$ cat src/rtl/tick_timer.sv
// ----------------------------------------------------------------------------
// tick_timer
//
// Counts data-level ticks coming from the divide-by-N clock-enable stage
// against a programmable period. Each elapsed period produces a one-clk
// expire pulse. The timer runs periodically or as a one-shot. Everything is
// in the clk domain: tick_in is sampled as data and never used as a clock.
//
// Optional feature macro: TICK_TIMER_EXPCNT_EN
//   defined   -> expire_count is a saturating count of expire pulses,
//                cleared only by reset
//   undefined -> expire_count is tied to 0
//
// Ports:
//   clk          in   system clock
//   reset        in   asynchronous, active-high reset
//   tick_in      in   divider output; each rising level seen on clk = 1 tick
//   load_valid   in   period load request
//   load_value   in   new period in ticks (0 is stored as 1)
//   load_ready   out  high whenever the timer is not in RUN
//   mode         in   0 = periodic, 1 = one-shot (captured at start)
//   start        in   start request
//   stop         in   abort request (wins over start and over a tick)
//   busy         out  high in RUN
//   done         out  high in DONE (one-shot completed)
//   expire       out  one-clk pulse per elapsed period (registered)
//   count        out  remaining ticks before expire, 0-based
//   expire_count out  saturating expire pulse count (optional feature)
//   state_dbg    out  current FSM state encoding, for observation
// ----------------------------------------------------------------------------
module tick_timer #(
   parameter int W        = 8,
   parameter int EXPCNT_W = 8
) (
   input  logic                clk,
   input  logic                reset,
   input  logic                tick_in,
   input  logic                load_valid,
   input  logic [W-1:0]        load_value,
   output logic                load_ready,
   input  logic                mode,
   input  logic                start,
   input  logic                stop,
   output logic                busy,
   output logic                done,
   output logic                expire,
   output logic [W-1:0]        count,
   output logic [EXPCNT_W-1:0] expire_count,
   output logic [1:0]          state_dbg
);

   typedef enum logic [1:0] {
      ST_IDLE = 2'd0,
      ST_RUN  = 2'd1,
      ST_DONE = 2'd2
   } state_t;

   localparam logic [W-1:0] ONE = W'(1);

   state_t         state_q,  state_d;
   logic [W-1:0]   period_q, period_d;
   logic [W-1:0]   count_q,  count_d;
   logic           mode_q,   mode_d;
   logic           expire_q, expire_d;
   logic           tick_q;
   logic           tick_edge;
   logic           load_acc;
   logic [W-1:0]   load_period;

   // A level held high on tick_in is one tick; tick_q clears on reset so a
   // high level right after reset release also counts as an edge.
   assign tick_edge = tick_in & ~tick_q;

   // Load handshake: a period load transfers in any cycle where load_valid
   // and load_ready are both high. load_ready depends only on state (never
   // on load_valid), so the upstream may hold load_valid until it sees ready.
   assign load_ready  = (state_q != ST_RUN);
   assign load_acc    = load_valid & load_ready;
   assign load_period = (load_value == '0) ? ONE : load_value;

   always_comb begin
      state_d  = state_q;
      period_d = period_q;
      count_d  = count_q;
      mode_d   = mode_q;
      expire_d = 1'b0;

      if (load_acc) begin
         period_d = load_period;
      end

      case (state_q)
         ST_RUN: begin
            if (stop) begin
               state_d = ST_IDLE;
               count_d = '0;
            end else if (tick_edge) begin
               if (count_q != '0) begin
                  count_d = count_q - ONE;
               end else begin
                  expire_d = 1'b1;
                  if (mode_q) begin
                     state_d = ST_DONE;
                     count_d = '0;
                  end else begin
                     count_d = period_q - ONE;
                  end
               end
            end
         end
         default: begin
            // IDLE and DONE share start/stop handling. period_d already
            // holds a same-cycle accepted load, so start uses the new period.
            if (stop) begin
               state_d = ST_IDLE;
               count_d = '0;
            end else if (start) begin
               state_d = ST_RUN;
               count_d = period_d - ONE;
               mode_d  = mode;
            end
         end
      endcase
   end

   always_ff @(posedge clk or posedge reset) begin
      if (reset) begin
         state_q  <= ST_IDLE;
         period_q <= ONE;
         count_q  <= '0;
         mode_q   <= 1'b0;
         expire_q <= 1'b0;
         tick_q   <= 1'b0;
      end else begin
         state_q  <= state_d;
         period_q <= period_d;
         count_q  <= count_d;
         mode_q   <= mode_d;
         expire_q <= expire_d;
         tick_q   <= tick_in;
      end
   end

`ifdef TICK_TIMER_EXPCNT_EN
   logic [EXPCNT_W-1:0] expcnt_q, expcnt_d;

   always_comb begin
      expcnt_d = expcnt_q;
      if (expire_q && (expcnt_q != '1)) begin
         expcnt_d = expcnt_q + EXPCNT_W'(1);
      end
   end

   always_ff @(posedge clk or posedge reset) begin
      if (reset) begin
         expcnt_q <= '0;
      end else begin
         expcnt_q <= expcnt_d;
      end
   end

   assign expire_count = expcnt_q;
`else
   assign expire_count = '0;
`endif

   assign busy      = (state_q == ST_RUN);
   assign done      = (state_q == ST_DONE);
   assign expire    = expire_q;
   assign count     = count_q;
   assign state_dbg = state_q;

endmodule

$ cat config.mk
export PLATFORM = sky130hd
export DESIGN_NAME = tick_timer
export DESIGN_NICKNAME = d
export VERILOG_FILES = /design/src/rtl/tick_timer.sv
export SDC_FILE = /design/constraint.sdc
export NUM_CORES = 1
export LEC_CHECK = 0
export CORE_ASPECT_RATIO = 0.75
export CORE_MARGIN = 1.5
export CORE_UTILIZATION = 30
export CTS_BUF_LIST = sky130_fd_sc_hd__clkbuf_2 sky130_fd_sc_hd__clkbuf_4 sky130_fd_sc_hd__clkbuf_8
export DETAILED_ROUTE_END_ITERATION = 7
export PLACE_DENSITY = 0.49
export REMOVE_ABC_BUFFERS = 1
export SETUP_SLACK_MARGIN = 0.2
export SLEW_MARGIN = 20
export SYNTH_ARGS = -nofsm -noshare
export SYNTH_HDL_FRONTEND = slang
export SYNTH_SLANG_ARGS = --single-unit
$ cat constraint.sdc
create_clock -name clk -period 3.23 [get_ports clk]
set_clock_uncertainty 0.1 [all_clocks]
set_input_delay 0.4845 -clock clk [delete_from_list [all_inputs] [get_ports clk]]
set_output_delay 0.4845 -clock clk [all_outputs]
set_load 0.01 [all_outputs]
Word level (Yosys, flattened, before mapping):

Index checks and enable logic that the tools add are counted.

* register bits: 21
* input bits: 15
* word-level logic and storage cells: 46

* add/sub/neg operators: 3
* equality and inequality tests: 6
* muxes and demuxes: 20
* bitwise gates (word level): 5
* reductions and logical operators: 6

Operators with widths (number)
* two-way mux 8 bit: 9
* subtractor 8 x 1 -> 8 bit (second input constant): 3
* two-way mux 2 bit: 7
* zero test 8 bit: 1
* nonzero test 8 bit: 1
* != test 3 x 2 -> 1 bit (second input constant): 2
* two-way mux 1 bit: 4
* AND reduction 4 bit: 1
* != test 3 bit (second input constant): 1
* NOT 1 bit: 3
* AND reduction 3 bit: 1
* nonzero test 3 bit: 1
* bitwise AND 1 bit: 2
* equality test 2 x 1 -> 1 bit (second input constant): 1
* equality test 2 bit (second input constant): 1
* != test 2 x 1 -> 1 bit (second input constant): 1
* AND reduction 2 bit: 1

Depth between registers and ports, before layout:

Gate-level depths: netlist (run 1).

* word-level depth: 7
* gate-level depth with buffers: 8
* depth with buffers taken out: 8

Least setup slack after synthesis (run 1):

OpenSTA, ideal clock, no wires.

* path type: reg2reg
* start point: register count_q[0] (netlist: count[0])
* end point: register count_q[4] (netlist: count[4])
* arrival time: 1.820 ns
* setup slack: 1.180 ns
* stages on the path, launching flop included: 9
* clock period less this slack: 2.050 ns
* cells stage by stage: dfrtp_1 inv_1 ha_1 or4b_4 nor2_1 buf_2 o21ai_0 a22oi_1 o21ai_0

* longest elaborated chain between the ends: 5
* elaborated cells between the ends (all ways): 6

Ends and longest elaborated chain
* from (decl): RTL line 62 `logic [W-1:0] count_q, count_d;`
* from (signal assigned): RTL line 137 `count_q <= count_d;`
* subtractor 8 x 1 -> 8 bit / nonzero test 8 bit (equally long branches): RTL line 99, 98
* two-way mux 8 bit (*): RTL line 98 `if (count_q != '0) begin`
* two-way mux 8 bit (*): RTL line 97 `end else if (tick_edge) begin`
* two-way mux 8 bit (*): RTL line 94 `if (stop) begin`
* two-way mux 8 bit (*): RTL line 92 `case (state_q)`

Mark *: on every way between the ends. The rest lies on a longest branch, timed or not. The select of a mux whose other input is x is not followed.
A chain may end at the register's enable or synchronous reset.

Worst setup path after layout (run 1):

* start point: input port load_value[3]
* end point: register count_q[6] (netlist: count[6])

* longest elaborated chain between the ends: 7

Ends and longest elaborated chain
* from (decl): RTL line 39 `input logic [W-1:0] load_value,`
* zero test 8 bit: RTL line 79 `assign load_period = (load_value == '0) ? ONE : load_value;`
* two-way mux 8 bit (*): RTL line 79
* two-way mux 8 bit (*): RTL line 88 `if (load_acc) begin`
* subtractor 8 x 1 -> 8 bit (*): RTL line 119 `count_d = period_d - ONE;`
* two-way mux 8 bit (*): RTL line 117 `end else if (start) begin`
* two-way mux 8 bit (*): RTL line 114 `if (stop) begin`
* two-way mux 8 bit (*): RTL line 92

Marks and branches as above.

==> flow_summary_export.csv, run 1 <==
group,metric,value,unit
route,post_drt_wl_per_cell,15.0,µm
die,die_height,63.8,µm
pwr,vdd.ir_drop.worst,0.000184,V
die,rows,21,
critical_path,required,3.31,ns
grt,grt_antenna_before_repair,0,
synthesis,postSynth.topFlopCell,"dfrtp_1",
grt,number_of_global_route_vias_before_repair,1229,
route,viasPerCell,5.18,
place,place_area,1780,µm²
grt,met1_usage,21.3,%
cells_and_area,nFillCells,449,
route,number_of_detailed_routing_iterations_run_before_antenna_repair,4,
die,die_span_x,84.0,µm
critical_path,end_kind,"flip-flop",
die,initial_core_util,32.1,%
die,core-area,4600,µm²
grt,global_route.overflow_total,0,
outcome,status,"finished, final reports clean",
die,top_level_ports,37,
place,placer_congestion,0.817,
sta,period_minus_slack,2.34,ns
synthesis,synth_enable_flop_cells,0,
grt,grt_first_pass_wirelength,6270,µm
critical_path,crit_path_cell_trace,"clkdlybuf4s50_1 -> nor2_1 -> a311oi_1 -> mux2i_1 -> nor3_1 -> mux2_2 -> o211ai_1",
critical_path,start_kind,"input pin",
clock_network,clk_latency,0.26,ns
sta,worstMarginPinSlew,0.845,ns
place,setup_ws_pre_cts,0.600,ns
critical_path,critPathTopFamily,"multiplexers",
sta,min_period_over_period,72.5,%
synthesis,netlist_instances,167,
synthesis,yosys_register_bits,21,
clock_network,tritoncts.num_buffers,3,
grt,grt_util_all_layers,14.8,%
cells_and_area,antenna-diode-count,0,
sta,setup_tns,0,ns
grt,met3_usage,4.01,%
route,route.vias.total,1306,
sta,fin_ws,0.887,ns
sta,max_frequency,0.427,GHz
die,die_area,5360,µm²
clock_network,postCtsSetupBuffers,0,
clock_network,cts.htree.levels,1,
grt,global_route.peak_usage_layer,"met2",
critical_path,cpMaxStageDelayCell,"clkdlybuf4s50_1",
critical_path,worst-endpoint-arrival,2.42,ns
route,ant_nets,0,
sta,timing.final.max_slew_violations,0,
pwr,power_density,484,nW/µm²
clock_network,cts-hold-fix-buffers,0,
sta,timing.final.hold_violations,0,
cells_and_area,post-route-util,39.7,%
critical_path,max_stage_delay,0.48,ns
cells_and_area,layout.nets,214,
critical_path,timing.setup.critical_path_class,"input pin to flip-flop",
route,total_wirelength_of_the_detailed_routed_design,3790,µm
cells_and_area,area.growth.synth_to_final,23.5,%
pwr,power_leakage,0.733,nW
cells_and_area,drive_above_1_share,10.3,%
grt,met2_usage,21.9,%
clock_network,clockBufferDepth,2,
sta,setup_violations,0,
sta,rsz0062_at_grt,"no",
cells_and_area,post-route-cell-area,1820,µm²
synthesis,avgSynthCellArea,8.85,µm²
synthesis,netlist_area,1480,µm²
min_path,min-delay-path-class,"flip-flop to flip-flop",
clock_network,cts_tree,"built",
synthesis,synthArstFlopShare,100,%
critical_path,critical_path.n_buffers_inverters,1,
grt,maximum_number_of_pins_on_one_net_before_global_route_repair,22,
place,dp_hpwl,3020,µm
pwr,p_total,884,µW
clock_network,post_cts.resized_instances,0,
clock_network,clock_sinks,21,
job,max-cap-violations,0,
clock_network,clk_pin_slew_worst_paths,0.08,ns
route,initialDrtViolationCount,71,
clock_network,root_buffer,"clkbuf_8",
critical_path,worstPathMaxFanout,6,
synthesis,yosysWarnings,0,
place,numPortBuffers,28,
synthesis,synth.distinct_cells,52,
sta,timing.max_slew.rel_slack,43.6,%
route,drc_errors,0,
synthesis,sequential_cell_area_fraction_in_the_yosys_report,35.6,%
state kept, by name, summed over array words and instances (netlist names):
signal,cells
mode_q,1
expire,1
count,8
period_q,8
tick_q,1
state_dbg,2
synthesized netlist by cell type (3+ instances only):
| cell | n | area share (%) |
|---|---|---|
| xnor2_1 | 8 | 4.7 |
| mux2_2 | 7 | 5.3 |
| buf_4 | 9 | 4.6 |
| xor2_1 | 3 | 1.8 |
| a31oi_1 | 3 | 1.3 |
| inv_1 | 6 | 1.5 |
| a21oi_1 | 7 | 2.4 |
| ha_1 | 3 | 2.5 |
| nand3_1 | 3 | 1.0 |
| nand2_1 | 9 | 2.3 |
| nor3_1 | 4 | 1.4 |
| nor4_1 | 3 | 1.3 |
| dfrtp_1 | 20 | 34 |
| nor2_1 | 24 | 6.1 |
| o21ai_0 | 12 | 4.1 |
| mux2i_1 | 3 | 2.0 |
cell usage in the layout (no fill, tap or decap), drive strengths merged, types with 4 or more instances in the layout:
cell and count:
clkbuf 4, nor2 24, o21ai 13, xnor2 8
conb 8, nand2 10, a21oi 7, dfrtp 20
clkdlybuf4s50 28, inv 7, nor3 4, mux2 8
worst reg2reg max path, delay by kind of cell, from the launching register on:
kind	cells	cell delay [ns]
simple gates	2	0.77
flops	1	0.44
buf+inv	2	0.33
fa+ha+maj	1	0.16
compound gates	3	0.41
layer usage:
metal / vias to the layer above / routed length, µm
met3: 6 / 195
met1: 611 / 1860
met5: - / 0
met2: 47 / 1690
met4: 0 / 48
li1: 642 / -
stage by stage:
stage          hold WS (ns)  instances
2_1_floorplan         0.360        162
3_3_place_gp          0.462        248
3_5_place_dp          0.472        248
4_1_cts               0.474        252
5_1_grt               0.516        252
6_report              0.477        252
path summary, 6_finish.rpt:
| path | from | end | slack [ns] | cells past startpoint |
|---|---|---|---|---|
| min in group asynchronous | reset | count[7]$_DFFE_PP0P_ | 0.59 | 2 |
| hold / removal | period_q[0]$_DFF_PP1_ | period_q[0]$_DFF_PP1_ | 0.48 | 2 |
| max in group asynchronous | reset | count[6]$_DFFE_PP0P_ | 1.93 | 2 |
| hold reg to reg | period_q[0]$_DFF_PP1_ | period_q[0]$_DFF_PP1_ | 0.48 | 2 |
| setup reg to reg | count[0]$_DFFE_PP0P_ | count[4]$_DFFE_PP0P_ | 0.90 | 8 |
| setup / recovery | load_value[3] | count[6]$_DFFE_PP0P_ | 0.89 | 7 |
power by group:
part / total (mW) / switching (mW) / internal, mW
Combinational: 0.332 / 0.170 / 0.162
Sequential: 0.362 / 0.0590 / 0.303
Clock: 0.190 / 0.0935 / 0.0965
cells by family (layout without fill, tap and decap cells):
kind of cell	Yosys count	count (layout)	synth area share, %
AO/OA/AOI/OAI	41	41	18.1
multiplexers	11	11	8.38
adder cells (fa/ha/maj)	3	3	2.54
XOR/XNOR	11	11	6.52
buffers and inverters	19	40	7.70
other	1	8	0.254
flip-flops	21	21	35.6
AND/OR/NAND/NOR	60	60	20.8
cell type report:
| class | count | area, µm² | share of cell area (%) |
|---|---|---|---|
| clock buffer | 4 | 48.8 | 2.67 |
| tap | 57 | 71.3 | 3.91 |
| inverter | 7 | 26.3 | 1.44 |
| sequential | 21 | 527 | 28.9 |
| timing repair buffer | 29 | 288 | 15.8 |
| multi-input combinational | 134 | 863 | 47.3 |
Power figures use the tool's default switching activity.
==> inputs of run 2 (changes only) <==
Settings changed: PLACE_DENSITY 0.49 to 0.51.
Clock period 3.23 ns to 1.95 ns, I/O delays scaled along.
==> flow_summary_export.csv, run 2 (synthesis results as in run 1) <==
group,metric,value,unit
critical_path,required,1.99,ns
cells_and_area,finalNonFillerCells,309,
clock_network,cts-hold-fix-buffers,0,
grt,number_of_global_route_vias_before_repair,1553,
grt,grt_util_all_layers,18.3,%
pwr,power_leakage,1.11,nW
cells_and_area,multi_input_combinational_cell_area,1000,µm²
die,rows,21,
route,ant_nets,0,
pwr,switching_power,655,µW
critical_path,end_kind,"flip-flop",
route,number_of_detailed_routing_iterations_run_before_antenna_repair,4,
cells_and_area,nFillCells,427,
die,die_span_x,84.0,µm
die,top_level_ports,37,
clock_network,tritoncts.num_buffers,3,
sta,min_period_over_period,104,%
critical_path,start_kind,"flip-flop",
sta,period_minus_slack,2.03,ns
pwr,p_int,1.16,mW
cells_and_area,post-route-util,52.7,%
route,route.vias.total,1539,
pwr,power.share.clock,16.9,%
place,dp_hpwl,3520,µm
pwr,swShare,36.1,%
pwr,sequentialPowerShare,30.7,%
die,core-area,4600,µm²
clock_network,clock_sinks,21,
cells_and_area,antenna-diode-count,0,
grt,global_route.overflow_total,0,
clock_network,clk_pin_slew_worst_paths,0.08,ns
place,placer_congestion,0.952,
route,post_drt_wl_per_cell,15.2,µm
cells_and_area,area.growth.synth_to_final,64.1,%
sta,timing.final.hold_violations,0,
cells_and_area,layout.cells.most_common,"buf_4",
pwr,pwr-share-comb,52.4,%
clock_network,root_buffer,"clkbuf_8",
place,setup_ws_pre_cts,-0.406,ns
sta,setup_violations,10,
cells_and_area,layout.nets,271,
critical_path,timing.setup.critical_path_class,"flip-flop to flip-flop",
die,die_height,63.8,µm
cells_and_area,drive_above_1_share,40.5,%
clock_network,cts_tree,"built",
sta,hold_slack_final,0.259,ns
cells_and_area,register_area,527,µm²
min_path,min-delay-path-class,"input pin to asynchronous set/reset pin",
clock_network,clk_latency,0.26,ns
place,numPortBuffers,28,
clock_network,clockBufferDepth,2,
pwr,p_total,1.81,mW
die,initial_core_util,32.1,%
route,viasPerCell,4.98,
outcome,violations_in_the_final_reports,"negative setup slack",
critical_path,worst-endpoint-arrival,2.07,ns
pwr,vdd.ir_drop.worst,0.000458,V
grt,grt_first_pass_wirelength,7780,µm
place,placed_cells_incl_taps,299,
cells_and_area,top_library_cells_by_usage_in_the_layout_fill_and_taps_aside,"buf_4 (50), nor2_1 (22), dfrtp_1 (20)",
route,initialDrtViolationCount,86,
job,max-cap-violations,0,
critical_path,worstPathMaxFanout,3,
pwr,power_density,748,nW/µm²
sta,max_frequency,0.492,GHz
die,die_area,5360,µm²
route,drc_errors,0,
sta,timing.final.max_slew_violations,0,
grt,maximum_number_of_pins_on_one_net_before_global_route_repair,22,
route,total_wirelength_of_the_detailed_routed_design,4690,µm
grt,grt_antenna_before_repair,0,
sta,rsz0062_at_grt,"yes",
outcome,status,"complete, but fails checks",
sta,fin_ws,-0.0835,ns
clock_network,cts.htree.levels,1,
==> run 2: repair_timing <==
item                       CTS  global route
gates resized for setup     42            14
buffers inserted             5             1
setup endpoints to repair   15            16
pin swaps                   14            10
==> run 2: through the flow <==
step / cell area (µm²) / setup TNS [ns]
finish: 2420 / -0.585
global route: 2420 / -1.55
CTS: 2370 / -0.528
detailed placement: 2160 / -2.47
global placement: 2160 / -1.83
floorplan: 1420 / -1.98
==> run 2: critical path, cell delays in order, from the launching register on <==
cell and delay (ns):
dfrtp_1 0.40, inv_2 0.09, ha_4 0.12, or4b_4 0.50
nor2_4 0.15, buf_6 0.12, buf_6 0.09, buf_6 0.09
a21oi_1 0.04, o21ai_1 0.12, a31oi_1 0.10
==> run 2: per-layer routing <==
metal	vias to the layer above	global-route usage, %	share of wire (%)
li1	760	-	-
met1	728	25.4	47
met2	47	29.5	45
met3	4	4.26	7.0
met4	0	3.28	1.0
met5	-	0	0
==> run 2: worst paths after layout <==
path / startpoint / end / slack [ns] / cells past startpoint
setup / recovery: count[0]$_DFFE_PP0P_ / count[3]$_DFFE_PP0P_ / -0.08 / 10
hold / removal: reset / tick_q$_DFF_PP0_ / 0.26 / 3
setup reg to reg: count[0]$_DFFE_PP0P_ / count[3]$_DFFE_PP0P_ / -0.08 / 10
hold reg to reg: period_q[7]$_DFF_PP0_ / period_q[7]$_DFF_PP0_ / 0.50 / 1
max in group asynchronous: reset / period_q[0]$_DFF_PP1_ / 1.21 / 3
min in group clk: tick_in / tick_q$_DFF_PP0_ / 0.39 / 1
==> run 2: layout make-up <==
type | instances | area share, %
inverters | 7 | 1.08
multi-input cells | 134 | 41.3
clock buffers | 4 | 2.01
repair buffers | 86 | 30.9
well taps | 57 | 2.94
flip-flops and latches | 21 | 21.7
==> run 2: power groups by stage <==
| stage | Combinational [mW] | Sequential, mW | Clock, mW |
|---|---|---|---|
| after floorplan | 0.335 | 0.597 | 0 |
| after global placement | 0.786 | 0.557 | 0 |
| after detailed placement | 0.791 | 0.558 | 0 |
| after CTS | 0.907 | 0.554 | 0.311 |
| after global routing | 1.02 | 0.566 | 0.333 |
| final | 0.950 | 0.557 | 0.306 |
==> RTL edit 1, RTL diff (flow settings as in run 1) <==
Put one more register stage on the output `state_dbg`, without a reset. The value now appears one clock later. The other outputs are not delayed to match.
--- a/src/rtl/tick_timer.sv
+++ b/src/rtl/tick_timer.sv
@@ -168,7 +168,9 @@
    assign done      = (state_q == ST_DONE);
    assign expire    = expire_q;
    assign count     = count_q;
-   assign state_dbg = state_q;
+   always_ff @(posedge clk) begin
+      state_dbg <= state_q;
+   end
 
 endmodule
 
Behaviour: not the same (a bounded check fails within 4 cycles, from zero or initial values and one cycle with reset high).
==> RTL edit 1 against run 1 <==
First-iteration DRC count is 21% lower; non-clock buffer count is 1 lower; highest routed layer unchanged; sequential cell count is 2 higher; worst setup slack worse by 0.0092 ns; via count is 6.2% higher; combinational power is 11% higher; area after synthesis is 14% higher; wire length is 10% higher; power is 7.1% higher; utilization is 2.1 points lower; cell area is 11% higher; synthesized cell count is 14% higher.
==> RTL edit 1: results (changes against run 1) <==
outcome: "finished clean"  # unchanged
routabilityCongestion: 0.758  # was 0.817
vias: 1387  # was 1,306
vdd_drop_max_uv: 132  # was 184 uV
grt_pass1_wl_um: 6760  # was 6270 um
critPathMaxFanout: 10  # was 6
post_cts_buffers: 0  # unchanged
ys_top_cells_by_area: "dfrtp_1, o21ai_0, buf_4, nor2_1, nand2_1"  # was dfrtp_1, nor2_1, mux2_2, xnor2_1, buf_4
max_stage_delay_ns: 0.76  # was 0.48 ns
rrSetupSlack_ns: 0.95  # was 0.90 ns
first_iter_violations: 56  # was 71
grt_pass1_vias: 1249  # was 1,229
syn-instance-count: 190  # was 167
seq_area_frac_synth_pct: 33.7  # was 35.6%
startpoint: "load_valid"  # was load_value[3]
fin_nets: 232  # was 214
placedCellCount: 284  # was 248
fin_ws_ns: 0.878  # was 0.887 ns
crit_end: "count[4]"  # was count[6]
place_area_um2: 1980  # was 1780 um^2
timing.rr.start: "count[3]"  # was count[0]
synthAdderAreaFrac_pct: 2.23  # was 2.54%
synth_xor_area_share_pct: 5.73  # was 6.52%
synth_cell_types: 56  # was 52
ff2ff_path_depth: 6  # was 8
min_path_cells: 0  # was 2
synth_compound_area_share_pct: 20.8  # was 18.1%
fillCellCount: 575  # was 449
wl_per_cell_um: 14.5  # was 15.0 um
swShare_pct: 38.2  # was 36.5%
drive_gt1_share_pct: 11.3  # was 10.3%
synthMuxAreaShare_pct: 5.58  # was 8.38%
final_cells: 288  # was 252
p_leak_nw: 0.771  # was 0.733 nW
post-place-ws_ns: 0.607  # was 0.600 ns
synthArstFlopShare_pct: 91.3  # was 100%
worst_slew_pin_slew_ns: 0.826  # was 0.845 ns
-- RTL edit 1: cell count changes after synthesis, sizes merged, moves of 3 or more --
| cell | change |
|---|---|
| nand3b | +3 |
| clkbuf | +5 |
| or4 | -3 |
| o21ai | +8 |
| nand2 | +8 |
| nor2 | -6 |
| inv | +3 |
-- RTL edit 1: critical path, delay by kind of cell --
family | cells | cell delay (ns)
multiplexers | 1 | 0.27
buffers and inverters | 1 | 0.76
AND/OR/NAND/NOR | 2 | 0.51
AO/OA/AOI/OAI | 2 | 0.38
-- RTL edit 1: worst min path at each step --
stage | slack (ns) | from | endpoint
3_3_place_gp | 0.33 | state_q[1] | state_dbg[1]
5_1_grt | 0.37 | state_q[1] | state_dbg[1]
4_1_cts | 0.35 | state_q[1] | state_dbg[1]
2_1_floorplan | 0.30 | state_q[1] | state_dbg[1]
6_report | 0.35 | state_q[1] | state_dbg[1]
3_5_place_dp | 0.33 | state_q[1] | state_dbg[1]
-- RTL edit 1: power groups by stage --
stage          clock, mW  combinational [mW]  sequential, mW
2_1_floorplan          0               0.238           0.391
3_3_place_gp           0               0.369           0.404
3_5_place_dp           0               0.368           0.403
4_1_cts            0.189               0.370           0.397
5_1_grt            0.204               0.409           0.405
6_report           0.180               0.369           0.397
-- RTL edit 1: area by class of cell --
type	instances	area (um^2)	area share, %
Clock buffer	3	41.3	2.04
Clock inverter	1	5.00	0.247
Sequential cell	23	567	28.0
Timing Repair Buffer	28	280	13.8
Tap cell	75	93.8	4.64
Inverter	10	37.5	1.85
Multi-Input combinational cell	148	1000	49.4
-- RTL edit 1: routing by layer --
layer / up-vias / wire, um / global-route usage [%]
li1: 710 / - / -
met1: 644 / 2360 / 23.6
met2: 31 / 1680 / 20.9
met3: 2 / 121 / 2.90
met4: 0 / 17 / 2.88
met5: - / 0 / 0
==> RTL edit 2, RTL diff (settings of run 1) <==
Made on the original files. Build with the macro `TICK_TIMER_EXPCNT_EN` defined.
--- a/src/rtl/tick_timer.sv
+++ b/src/rtl/tick_timer.sv
@@ -28,6 +28,8 @@
 //   expire_count out  saturating expire pulse count (optional feature)
 //   state_dbg    out  current FSM state encoding, for observation
 // ----------------------------------------------------------------------------
+`define TICK_TIMER_EXPCNT_EN
+
 module tick_timer #(
    parameter int W        = 8,
    parameter int EXPCNT_W = 8
Formal check against the unedited RTL: not equivalent (Yosys sat finds a counterexample within 4 cycles, from zero or initial values and one cycle with reset high).
==> RTL edit 2 against run 1 <==
Final cell count up 25%; sequential cell count up 8; worst hold slack worse by 0.073 ns; power rose by 42%; sequential share of layout area up 1.6 points; critical endpoint is now count[7]; area after synthesis is 22% higher; wire length up 22%; worst setup slack worse by 0.31 ns; critical path type unchanged; largest power group unchanged; cell area is 31% higher.
==> RTL edit 2: results (changes against run 1) <==
whs_ns: 0.404  # was 0.477 ns
synth_compound_area_share_pct: 17.8  # was 18.1%
use_met3_pct: 4.03  # was 4.01%
grt_pass1_vias: 1574  # was 1,229
dr_wl_met2_um: 2060  # was 1690 um
io_buffers: 36  # was 28
ys_top_cells_by_area: "dfrtp_1, xnor2_1, nor2_1, mux2_2, o21ai_0"  # was dfrtp_1, nor2_1, mux2_2, xnor2_1, buf_4
grt_pass1_wl_um: 7620  # was 6270 um
fin_nets: 256  # was 214
syn-instance-count: 195  # was 167
synthTopCellsByCount: "dfrtp_1, nor2_1, inv_1, nand2_1, xnor2_1"  # was nor2_1, dfrtp_1, o21ai_0
cts_buffers: 5  # was 3
via_per_inst: 5.09  # was 5.18
grt_max_degree: 30  # was 22
worst_slew_pin_slew_ns: 0.626  # was 0.845 ns
wl_met3_um: 218  # was 195 um
holdPathEnd: "expire_count[4]"  # was period_q[0]
synthAdderAreaFrac_pct: 2.78  # was 2.54%
use_met1_pct: 21.6  # was 21.3%
rr_endpoint: "count[7]"  # was count[4]
hold_path.startpoint: "expire_count[4]"  # was period_q[0]
clock_latency_ns: 0.28  # was 0.26 ns
drive_gt1_share_pct: 11.3  # was 10.3%
wl_per_cell_um: 14.7  # was 15.0 um
first_iter_violations: 87  # was 71
outcome: "finished clean"  # unchanged
hpwl_um: 3560  # was 3020 um
-- RTL edit 2: cell types whose count changed in the layout (fill, tap and decap cells not counted), sizes merged, moves of 4 or more --
cell           before  now
nor3                4    8
conb                8    0
dfrtp              20   28
clkdlybuf4s50      28   36
inv                 7   13
xnor2               8   12
-- RTL edit 2: layout make-up --
class	instances	share of cell area, %
Inverter	13	2.04
Timing Repair Buffer	40	16.3
Sequential cell	29	30.4
Clock buffer	7	3.77
Multi-Input combinational cell	148	42.1
Tap cell	78	4.09
Clock inverter	1	1.26
-- RTL edit 2: power breakdown --
part / switching [mW] / internal, mW
Combinational: 0.184 / 0.186
Sequential: 0.0736 / 0.409
Clock: 0.141 / 0.260
-- RTL edit 2: how the worst max path moves through the flow --
stage                       from        to  cells past startpoint
floorplan           state_dbg[1]  count[7]                      7
global placement      load_valid  count[7]                      7
detailed placement    load_valid  count[7]                      7
CTS                   load_valid  count[7]                      7
global route          load_valid  count[7]                      7
finish                load_valid  count[7]                      7
-- RTL edit 2: cell families (layout without fill, tap and decap cells) --
| logic type | Yosys count | in the layout |
|---|---|---|
| simple gates | 74 | 74 |
| compound gates | 45 | 45 |
| flops | 29 | 29 |
| buf+inv | 18 | 61 |
| xor+xnor | 17 | 17 |
| mux | 8 | 8 |
| fa+ha+maj | 4 | 4 |
-- RTL edit 2: per-stage QoR --
stage	setup WS (ns)	power, mW
3_5_place_dp	0.279	0.859
6_report	0.573	1.25
3_3_place_gp	0.336	0.862
2_1_floorplan	0.572	0.700
4_1_cts	0.575	1.26
5_1_grt	0.431	1.33
-- RTL edit 2: critical path, delay by kind of cell --
family          cells  cell delay, ns
mux                 1            0.45
compound gates      1            0.23
simple gates        3            0.90
buf+inv             2            0.65
